[src/rtl/hazard_pkg.sv]
// Shared constants for the pipeline hazard controller: MDU state encoding,
// default MDU latency and the hard-wired zero register.
package hazard_pkg;

  localparam logic ST_RUN     = 1'b0;
  localparam logic ST_MD_BUSY = 1'b1;

  localparam int unsigned MD_LATENCY_DEFAULT = 32;
  localparam int unsigned CNT_W_DEFAULT      = 6;
  localparam int unsigned REG_W              = 5;

  localparam logic [REG_W-1:0] REG_ZERO = 5'd0;

  typedef enum logic {
    RUN     = ST_RUN,
    MD_BUSY = ST_MD_BUSY
  } mdState_e;

endpackage

[src/rtl/hazard_control_if.sv]
// ID/EX hazard inputs and pipeline control outputs of hazard_control.
// Stat_Stalls/Stat_Flushes exist only when HAZARD_STATS_EN is defined.
interface hazard_control_if
`ifdef HAZARD_STATS_EN
  #(parameter int unsigned STAT_W = 32)
`endif
  ;
  import hazard_pkg::*;

  logic [REG_W-1:0] IDRegRs;
  logic [REG_W-1:0] IDRegRt;
  logic             ID_UseRt;
  logic             ID_MulDiv;
  logic             ID_ReadHiLo;
  logic             EX_MemRead;
  logic [REG_W-1:0] EXRegRt;
  logic             EX_BranchTaken;

  logic PCWrite;
  logic IFID_Write;
  logic IFID_Flush;
  logic IDEX_Flush;
  logic MD_Start;
  logic MD_Busy;
`ifdef HAZARD_STATS_EN
  logic [STAT_W-1:0] Stat_Stalls;
  logic [STAT_W-1:0] Stat_Flushes;
`endif

  modport master (
    output IDRegRs, IDRegRt, ID_UseRt, ID_MulDiv, ID_ReadHiLo,
    output EX_MemRead, EXRegRt, EX_BranchTaken,
`ifdef HAZARD_STATS_EN
    input  Stat_Stalls, Stat_Flushes,
`endif
    input  PCWrite, IFID_Write, IFID_Flush, IDEX_Flush, MD_Start, MD_Busy
  );

  modport slave (
    input  IDRegRs, IDRegRt, ID_UseRt, ID_MulDiv, ID_ReadHiLo,
    input  EX_MemRead, EXRegRt, EX_BranchTaken,
`ifdef HAZARD_STATS_EN
    output Stat_Stalls, Stat_Flushes,
`endif
    output PCWrite, IFID_Write, IFID_Flush, IDEX_Flush, MD_Start, MD_Busy
  );

endinterface

[src/rtl/hazard_control_md_busy_timer.sv]
// MDU busy timer: loads LATENCY on start and counts down; busy is high for
// exactly LATENCY cycles after the start cycle.
module md_busy_timer
  import hazard_pkg::*;
#(
  parameter int unsigned LATENCY = MD_LATENCY_DEFAULT,
  parameter int unsigned CNT_W   = CNT_W_DEFAULT
) (
  input  logic clk,
  input  logic reset,
  input  logic start,
  output logic busy
);

  mdState_e          state, stateNext;
  logic [CNT_W-1:0]  mdCnt, mdCntNext;

  always_ff @(posedge clk) begin
    if (reset) begin
      state <= RUN;
      mdCnt <= '0;
    end else begin
      state <= stateNext;
      mdCnt <= mdCntNext;
    end
  end

  always_comb begin
    stateNext = state;
    mdCntNext = mdCnt;
    unique case (state)
      RUN: begin
        if (start) begin
          stateNext = MD_BUSY;
          mdCntNext = CNT_W'(LATENCY);
        end
      end
      MD_BUSY: begin
        if (mdCnt == CNT_W'(1)) begin
          stateNext = RUN;
          mdCntNext = '0;
        end else begin
          mdCntNext = mdCnt - CNT_W'(1);
        end
      end
      default: begin
        stateNext = RUN;
        mdCntNext = '0;
      end
    endcase
  end

  assign busy = (state == MD_BUSY);

endmodule

[src/rtl/hazard_control.sv]
// Pipeline hazard controller: load-use stalls, taken-branch flushes and MDU
// sequencing. Define HAZARD_STATS_EN to add stall/flush event counters.
module hazard_control
  import hazard_pkg::*;
#(
  parameter int unsigned MD_LATENCY = MD_LATENCY_DEFAULT,
  parameter int unsigned CNT_W      = CNT_W_DEFAULT
`ifdef HAZARD_STATS_EN
  , parameter int unsigned STAT_W   = 32
`endif
) (
  input logic              clk,
  input logic              reset,
  hazard_control_if.slave  hz
);

  logic ldHaz;
  logic mdHaz;
  logic flush;
  logic stall;
  logic mdStart;
  logic mdBusy;

  // $0 is hard-wired, so a load targeting it never creates a real dependency
  assign ldHaz = hz.EX_MemRead && (hz.EXRegRt != REG_ZERO) &&
                 ((hz.EXRegRt == hz.IDRegRs) ||
                  (hz.ID_UseRt && (hz.EXRegRt == hz.IDRegRt)));
  assign mdHaz = mdBusy && (hz.ID_ReadHiLo || hz.ID_MulDiv);

  // Wrong-path ID instruction on a taken branch, so its stalls are moot
  assign flush   = !reset && hz.EX_BranchTaken;
  assign stall   = !reset && !hz.EX_BranchTaken && (mdHaz || ldHaz);
  assign mdStart = !reset && !hz.EX_BranchTaken && !(mdHaz || ldHaz) && hz.ID_MulDiv;

  md_busy_timer #(
    .LATENCY (MD_LATENCY),
    .CNT_W   (CNT_W)
  ) u_md_busy_timer (
    .clk   (clk),
    .reset (reset),
    .start (mdStart),
    .busy  (mdBusy)
  );

  always_comb begin
    hz.PCWrite    = 1'b1;
    hz.IFID_Write = 1'b1;
    hz.IFID_Flush = 1'b0;
    hz.IDEX_Flush = 1'b0;
    if (reset) begin
      hz.PCWrite    = 1'b0;
      hz.IFID_Write = 1'b0;
      hz.IFID_Flush = 1'b1;
      hz.IDEX_Flush = 1'b1;
    end else if (flush) begin
      hz.IFID_Flush = 1'b1;
      hz.IDEX_Flush = 1'b1;
    end else if (stall) begin
      hz.PCWrite    = 1'b0;
      hz.IFID_Write = 1'b0;
      hz.IDEX_Flush = 1'b1;
    end
  end

  assign hz.MD_Start = mdStart;
  // An abandoned MDU op is hidden as soon as reset is asserted
  assign hz.MD_Busy  = mdBusy && !reset;

`ifdef HAZARD_STATS_EN
  logic [STAT_W-1:0] statStalls;
  logic [STAT_W-1:0] statFlushes;

  always_ff @(posedge clk) begin
    if (reset) begin
      statStalls  <= '0;
      statFlushes <= '0;
    end else begin
      if (stall) statStalls  <= statStalls + STAT_W'(1);
      if (flush) statFlushes <= statFlushes + STAT_W'(1);
    end
  end

  assign hz.Stat_Stalls  = statStalls;
  assign hz.Stat_Flushes = statFlushes;
`endif

endmodule

[src/flat_wrapper.sv]
// flat-port wrapper written by rule: the top's interface ports become plain ports
module hazard_control_flat import hazard_pkg::*;
#(
  parameter int unsigned MD_LATENCY = MD_LATENCY_DEFAULT,
  parameter int unsigned CNT_W      = CNT_W_DEFAULT

)
  (clk, reset, hz_IDRegRs, hz_IDRegRt, hz_ID_UseRt, hz_ID_MulDiv, hz_ID_ReadHiLo, hz_EX_MemRead, hz_EXRegRt, hz_EX_BranchTaken, hz_PCWrite, hz_IFID_Write, hz_IFID_Flush, hz_IDEX_Flush, hz_MD_Start, hz_MD_Busy);
  hazard_control_if hz_i ();
  input logic clk;
  input logic reset;
  input wire logic [$bits(hz_i.IDRegRs)-1:0] hz_IDRegRs;
  input wire logic [$bits(hz_i.IDRegRt)-1:0] hz_IDRegRt;
  input wire logic [$bits(hz_i.ID_UseRt)-1:0] hz_ID_UseRt;
  input wire logic [$bits(hz_i.ID_MulDiv)-1:0] hz_ID_MulDiv;
  input wire logic [$bits(hz_i.ID_ReadHiLo)-1:0] hz_ID_ReadHiLo;
  input wire logic [$bits(hz_i.EX_MemRead)-1:0] hz_EX_MemRead;
  input wire logic [$bits(hz_i.EXRegRt)-1:0] hz_EXRegRt;
  input wire logic [$bits(hz_i.EX_BranchTaken)-1:0] hz_EX_BranchTaken;
  output wire logic [$bits(hz_i.PCWrite)-1:0] hz_PCWrite;
  output wire logic [$bits(hz_i.IFID_Write)-1:0] hz_IFID_Write;
  output wire logic [$bits(hz_i.IFID_Flush)-1:0] hz_IFID_Flush;
  output wire logic [$bits(hz_i.IDEX_Flush)-1:0] hz_IDEX_Flush;
  output wire logic [$bits(hz_i.MD_Start)-1:0] hz_MD_Start;
  output wire logic [$bits(hz_i.MD_Busy)-1:0] hz_MD_Busy;
  assign hz_i.IDRegRs = hz_IDRegRs;
  assign hz_i.IDRegRt = hz_IDRegRt;
  assign hz_i.ID_UseRt = hz_ID_UseRt;
  assign hz_i.ID_MulDiv = hz_ID_MulDiv;
  assign hz_i.ID_ReadHiLo = hz_ID_ReadHiLo;
  assign hz_i.EX_MemRead = hz_EX_MemRead;
  assign hz_i.EXRegRt = hz_EXRegRt;
  assign hz_i.EX_BranchTaken = hz_EX_BranchTaken;
  assign hz_PCWrite = hz_i.PCWrite;
  assign hz_IFID_Write = hz_i.IFID_Write;
  assign hz_IFID_Flush = hz_i.IFID_Flush;
  assign hz_IDEX_Flush = hz_i.IDEX_Flush;
  assign hz_MD_Start = hz_i.MD_Start;
  assign hz_MD_Busy = hz_i.MD_Busy;
  hazard_control #(.MD_LATENCY(MD_LATENCY), .CNT_W(CNT_W)) u_core (.clk(clk), .reset(reset), .hz(hz_i));
endmodule
[config.mk]
export PLATFORM = sky130hd
export DESIGN_NAME = hazard_control_flat
export DESIGN_NICKNAME = d
export VERILOG_FILES = /design/src/rtl/hazard_pkg.sv /design/src/rtl/hazard_control_if.sv /design/src/rtl/hazard_control_md_busy_timer.sv /design/src/rtl/hazard_control.sv /design/src/flat_wrapper.sv
export SDC_FILE = /design/constraint.sdc
export NUM_CORES = 1
export LEC_CHECK = 0
export CAP_MARGIN = 25
export CELL_PAD_IN_SITES_DETAIL_PLACEMENT = 1
export CELL_PAD_IN_SITES_GLOBAL_PLACEMENT = 2
export CORE_MARGIN = 5
export CORE_UTILIZATION = 28
export DETAILED_ROUTE_END_ITERATION = 10
export DONT_BUFFER_PORTS = 1
export PLACE_DENSITY_LB_ADDON = 0.15
export SLEW_MARGIN = 20
export SYNTH_ARGS = -nofsm -noshare
export SYNTH_HDL_FRONTEND = slang
export SYNTH_SLANG_ARGS = --single-unit
[constraint.sdc]
create_clock -name clk -period 1.45 [get_ports clk]
set_input_delay 0.145 -clock clk [delete_from_list [all_inputs] [get_ports clk]]
set_output_delay 0.145 -clock clk [all_outputs]
set_load 0.1 [all_outputs]
==> results of run 1 <==
-- cells in the final DEF (no fill, tap or decap), types with 3 or more instances in the layout --
cell type  count
clkbuf_4       3
nand2_1        7
nor3_1         4
xnor2_1        7
a21oi_1        4
xnor2_2        3
dfxtp_1        5
buf_4         15
nand2b_1       3
buf_12         3
nor2_1         5
o21ai_1        3
inv_1          5
-- cell usage after synthesis, drive strengths merged, types with 2 or more instances --
cell | n | area [µm²]
a21oi | 5 | 25.0
clkbuf | 2 | 7.51
dfxtp | 7 | 140
ha | 2 | 25.0
inv | 7 | 26.3
nand2 | 7 | 26.3
nand2b | 3 | 18.8
nor2 | 6 | 22.5
nor3 | 6 | 30.0
nor3b | 2 | 15.0
o21ai | 7 | 35.0
o31ai | 2 | 15.0
xnor2 | 10 | 87.6
-- power by group through the flow --
| stage | Combinational, W | Clock [W] | Sequential [W] |
|---|---|---|---|
| after global placement | 0.000517 | 0 | 0.000270 |
| after floorplan | 0.000360 | 0 | 0.000259 |
| final | 0.000591 | 0.000176 | 0.000287 |
| after CTS | 0.000560 | 0.000181 | 0.000277 |
| after detailed placement | 0.000521 | 0 | 0.000272 |
| after global routing | 0.000648 | 0.000193 | 0.000295 |
-- state kept, by name (all words and copies together), names as in the netlist --
name,flops
u_core.u_md_busy_timer.busy,1
u_core.u_md_busy_timer.mdCnt,6
-- worst min-delay path, delay by kind of cell --
kind | cells | cell delay (ps)
AND/OR/NAND/NOR | 1 | 60
AO/OA/AOI/OAI | 2 | 80
-- metal layers --
layer | vias up | routed length (µm) | track usage
li1 | 367 | - | -
met1 | 355 | 874 | 0.157
met2 | 26 | 1110 | 0.244
met3 | 4 | 140 | 0.0373
met4 | 0 | 36 | 0.0596
met5 | - | 0 | 0
-- layout make-up --
cell class                      count  share of cell area
Clock buffer                        4              0.0255
Inverter                            7              0.0255
Multi-Input combinational cell     72               0.583
Sequential cell                     7               0.141
Tap cell                           28              0.0340
Timing Repair Buffer               19               0.192
-- worst max path at each step --
| stage | slack [ps] | end |
|---|---|---|
| floorplan | -830 | hz_IDEX_Flush |
| global placement | -80 | hz_IFID_Write |
| detailed placement | -80 | hz_IFID_Write |
| CTS | -20 | hz_IFID_Write |
| global route | -80 | u_core.u_md_busy_timer.mdCnt[4]$_SDFFE_PP0P_ |
| finish | -10 | hz_IDEX_Flush |
-- cell families after synthesis --
logic type               Yosys count
adder cells (fa/ha/maj)            2
AND/OR/NAND/NOR                   31
XOR/XNOR                          11
flip-flops                         7
AO/OA/AOI/OAI                     28
buffers and inverters             10
-- per-stage QoR --
step | hold slack, ps | TNS, ps | total power, W | utilization | setup WS, ps
finish | 82.7 | -33.0 | 0.00105 | 0.462 | -13.4
global route | 88.4 | -266 | 0.00114 | 0.462 | -77.8
CTS | 77.2 | -74.1 | 0.00102 | 0.450 | -20.7
detailed placement | 351 | -293 | 0.000792 | 0.415 | -79.6
global placement | 340 | -222 | 0.000787 | 0.415 | -83.1
floorplan | 345 | -1790 | 0.000619 | - | -830
-- timing repair --
item                                    4_1_cts  5_1_grt
resized for setup                            10       12
pin swaps                                     1        2
endpoints found under the setup margin        6       10
buffers inserted                              2        0
==> flow_summary.json, run 1 <==
{
  "status": "complete, but fails checks",
  "violations": "negative setup slack",
  "report.final.slew_viol_count": 0,
  "cts-root-buf": "clkbuf_4",
  "p_sw_frac": 0.423,
  "vias": 752,
  "yosys.area_share.xor_xnor": 0.147,
  "dp_cells": 132,
  "async_flop_share": 0,
  "clock_path_buffers": 2,
  "cp_top_family": "simple AND/OR/NAND/NOR gates",
  "die_area_um2": 3410,
  "synth_ff_type": "dfxtp_1",
  "place_congestion": 0.726,
  "diodes": 0,
  "relSlewSlack": 0.705,
  "nFillCells": 272,
  "pwr-share-clk": 0.167,
  "core_area_um2": 2230,
  "synthesis.area_um2": 657,
  "cts_tree": "built",
  "yosys_warnings": 0,
  "min_period_ps": 1460,
  "internal_power_w": 0.000608,
  "crit_start": "hz_EXRegRt[0]",
  "io_buffers": 0,
  "cp.depth": 5,
  "worstMarginPinSlew_ps": 442,
  "grt_max_degree": 10,
  "synthMuxAreaShare": 0,
  "r2r_setup_slack_ps": 30,
  "reg2reg_depth": 6,
  "ios": 28,
  "setup.worst_path.end_class": "output pin",
  "critPathMaxFanout": 3,
  "hold_violations": 0,
  "die_y_um": 58.4,
  "instances_no_fill": 137,
  "routed_wl_um": 2160,
  "grt_pass1_wl_um": 3730,
  "insertion_delay_ps": 250,
  "p_comb_frac": 0.561,
  "slowest_delay_ps": 540,
  "num_rows": 17,
  "num-nets-final": 134,
  "multi_input_area_um2": 601,
  "fmax_ghz": 0.683,
  "ys_ff_latch": 7,
  "r2r-end": "u_core.u_md_busy_timer.mdCnt[4]$_SDFFE_PP0P_",
  "worst_path_max_delay_cell": "or4_4",
  "worstSetupPathType": "input pin to output pin",
  "r2r_start": "u_core.u_md_busy_timer.mdCnt[0]$_SDFFE_PP0P_",
  "ir_worst_vdd_mv": 0.434,
  "yosys.cell_types.count": 37,
  "synth_fp_nets": 113,
  "switchingPower_w": 0.000446,
  "synth_fa_ha_area_frac": 0.0381,
  "hpwl_um": 1760,
  "hold_end": "u_core.u_md_busy_timer.mdCnt[2]$_SDFFE_PP0P_",
  "avgSynthCellArea_um2": 7.38,
  "drtAntennaViolNets": 0,
  "hold_depth": 3,
  "htreeDepth": 1,
  "synth-compound-area-share": 0.297,
  "drc_errors": 0,
  "cp.arrival_ps": 1320,
  "setup_violations": 4,
  "first_pass_iters": 4,
  "finalInstanceArea_um2": 1030,
  "fin_crit_sh": 1.01,
  "finClkSkew_ps": 6.07,
  "worstPathCellList": "or4_4 -> o21ai_4 -> buf_4 -> o211ai_1 -> clkbuf_16",
  "synth_cells": 89,
  "clkTransAtPathRegs_ps": 60,
  "initial_core_util": 0.294,
  "wl_per_cell_um": 15.8,
  "syn_to_final_growth_pct": 57.0,
  "grt_pass1_vias": 842,
  "post_dp_cell_area_um2": 926,
  "layout-drive-gt1-share": 0.422,
  "drv_cap": 0,
  "critPathLaunchType": "input pin",
  "setup_slack_ps": -13.4,
  "vias_per_cell": 5.49,
  "seq_area_um2": 145,
  "synth_seq_area_share": 0.213,
  "antenna_found_initial": 0,
  "clock_sinks": 7,
  "leakage_nw": 0.392,
  "gr-usage-all-layers": 0.139,
  "ctsHoldBuffers": 0,
  "overflow": 0,
  "synth_top_family_by_area": "compound AO/OA/AOI/OAI gates",
  "rsz0062_at_grt": "true",
  "hold_path_class": "input pin to flop",
  "synth_enable_flop_cells": 0,
  "sequentialPowerShare": 0.273,
  "path_buf_inv": 2,
  "yosys.area_share.simple": 0.242,
  "drt_iter0_markers": 12,
  "worstHoldStart": "reset",
  "p_per_area_nw_per_um2": 1020,
  "critPathRequiredTime_ps": 1310,
  "dieWidth_um": 58.4,
  "cts_made_buffers": 3
}
(Power assumes the default switching activity.)
==> inputs of run 2 (changes only) <==
--- a/config.mk
+++ b/config.mk
@@ -8,8 +8,10 @@
 export CAP_MARGIN = 25
 export CELL_PAD_IN_SITES_DETAIL_PLACEMENT = 1
 export CELL_PAD_IN_SITES_GLOBAL_PLACEMENT = 2
+export CORE_ASPECT_RATIO = 1.5
 export CORE_MARGIN = 5
 export CORE_UTILIZATION = 28
+export CTS_CLUSTER_DIAMETER = 80
 export DETAILED_ROUTE_END_ITERATION = 10
 export DONT_BUFFER_PORTS = 1
 export PLACE_DENSITY_LB_ADDON = 0.15
==> run 2 against run 1 <==
Effect of this change:
- the run still ends with negative setup slack left
- die area increased by 0.58%
- worst setup slack lost 4.8 ps
- critical path depth unchanged
- clock skew shrank 2.7 ps
- clock power up 7%
- routed wire length increased by 7.0%
- power up 7.8%
- critical path type unchanged
- critical endpoint is now hz_IFID_Write
- largest power group unchanged
==> flow_summary.json, run 2 (synthesized netlist as in run 1, its figures left out) <==
{
  "status": "complete, but fails checks",
  "violations": "negative setup slack",
  "dieWidth_um": 49.5,
  "pwr-share-clk": 0.166,
  "overflow": 0,
  "setup_slack_ps": -18.2,
  "fin_crit_sh": 1.01,
  "r2r_start": "u_core.u_md_busy_timer.mdCnt[0]$_SDFFE_PP0P_",
  "clkTransAtPathRegs_ps": 60,
  "drv_cap": 0,
  "diodes": 0,
  "drt_iter0_markers": 11,
  "vias": 782,
  "setup.worst_path.end_class": "output pin",
  "clock_sinks": 7,
  "clock_path_buffers": 2,
  "critPathMaxFanout": 3,
  "p_comb_frac": 0.571,
  "initial_core_util": 0.294,
  "first_pass_iters": 2,
  "switchingPower_w": 0.000474,
  "wl_per_cell_um": 17.0,
  "layout-drive-gt1-share": 0.487,
  "dp_slack_ps": -84.9,
  "num_rows": 21,
  "crit_start": "hz_EXRegRt[0]",
  "grt_max_degree": 10,
  "grt_pass1_vias": 877,
  "hold_violations": 0,
  "cts-root-buf": "clkbuf_4",
  "hold_depth": 3,
  "r2r-end": "u_core.u_md_busy_timer.mdCnt[4]$_SDFFE_PP0P_",
  "place_congestion": 0.758,
  "finalSetupTns_ps": -44.3,
  "critPathRequiredTime_ps": 1310,
  "drtAntennaViolNets": 0,
  "min_period_ps": 1470,
  "htreeDepth": 1,
  "ir_worst_vdd_mv": 0.429,
  "p_per_area_nw_per_um2": 1040,
  "hold_path_class": "input pin to flop",
  "antenna_found_initial": 0,
  "internal_power_w": 0.000663,
  "drc_errors": 0,
  "num-nets-final": 138,
  "die_area_um2": 3430,
  "largest_register_ffs": 6,
  "sequentialPowerShare": 0.263,
  "die_y_um": 69.3,
  "cts_tree": "built",
  "finClkSkew_ps": 3.36,
  "worstHoldStart": "reset",
  "io_buffers": 0,
  "p_sw_frac": 0.417,
  "insertion_delay_ps": 260,
  "grt_pass1_wl_um": 3680,
  "r2r_setup_slack_ps": 60,
  "ios": 28,
  "layout_commonest_cell": "buf_4",
  "syn_to_final_growth_pct": 66.1,
  "hold_end": "u_core.u_md_busy_timer.mdCnt[2]$_SDFFE_PP0P_",
  "rsz0062_at_grt": "true",
  "worstMarginPinSlew_ps": 340,
  "core_area_um2": 2230,
  "largest-register": "u_core.u_md_busy_timer.mdCnt",
  "routed_wl_um": 2310,
  "setup_violations": 3,
  "gr-usage-all-layers": 0.136,
  "fmax_ghz": 0.681,
  "reg2reg_depth": 6,
  "report.final.slew_viol_count": 0,
  "leakage_nw": 0.415,
  "mostFrequentLayoutCells": "buf_4, xnor2_1, nand2_1",
  "ctsHoldBuffers": 0,
  "cp.arrival_ps": 1320,
  "worstSetupPathType": "input pin to output pin",
  "nFillCells": 269,
  "cts_made_buffers": 3,
  "relSlewSlack": 0.773,
  "vias_per_cell": 5.75,
  "hpwl_um": 1900,
  "critPathLaunchType": "input pin"
}
-- run 2: power groups by stage --
stage	clock network, W	registers, W	logic [W]
after floorplan	0	0.000259	0.000360
after global placement	0	0.000270	0.000532
after detailed placement	0	0.000273	0.000538
after CTS	0.000195	0.000281	0.000583
after global routing	0.000209	0.000306	0.000704
final	0.000189	0.000299	0.000649
-- run 2: layout make-up --
cell class,instances,area (µm²),area share
multi-input combinational,72,631,0.578
timing repair buffer,23,228,0.209
clock buffer,4,26.3,0.0241
sequential,7,151,0.139
tap,23,28.8,0.0264
inverter,7,26.3,0.0241
-- run 2: worst max path at each step --
| stage | end | slack, ps | cells after the start |
|---|---|---|---|
| 3_3_place_gp | hz_IFID_Write | -80 | 5 |
| 4_1_cts | hz_IFID_Write | -30 | 5 |
| 2_1_floorplan | hz_IDEX_Flush | -830 | 4 |
| 3_5_place_dp | hz_IFID_Write | -80 | 5 |
| 6_report | hz_IFID_Write | -20 | 5 |
| 5_1_grt | hz_IFID_Write | -50 | 5 |
-- run 2: metrics by stage --
step	instances	area, µm²	utilization	hold WS, ps	total power (W)
after floorplan	89	716	-	345	0.000619
after global placement	128	927	0.415	336	0.000802
after detailed placement	128	927	0.415	349	0.000811
after CTS	133	1010	0.452	42.7	0.00106
after global routing	136	1090	0.489	41.9	0.00122
final	136	1090	0.489	35.9	0.00114
-- run 2: critical path, stage by stage --
cell	delay, ps
or4_4	540
o21ai_4	170
nor2_2	70
a21oi_4	140
buf_12	260
-- run 2: what timing repair did --
item                                   4_1_cts  5_1_grt
endpoints found under the hold margin        0        0
buffers inserted                             1        3
setup endpoints to repair                    7       10
pin swaps                                    1        5
gates resized for setup                     14       17
-- run 2: metal layers --
| metal | global-route usage | vias to the layer above | wire (µm) |
|---|---|---|---|
| li1 | - | 378 | - |
| met3 | 0.0323 | 4 | 118 |
| met2 | 0.251 | 26 | 1300 |
| met1 | 0.127 | 374 | 843 |
| met5 | 0 | - | 0 |
| met4 | 0.0845 | 0 | 51 |
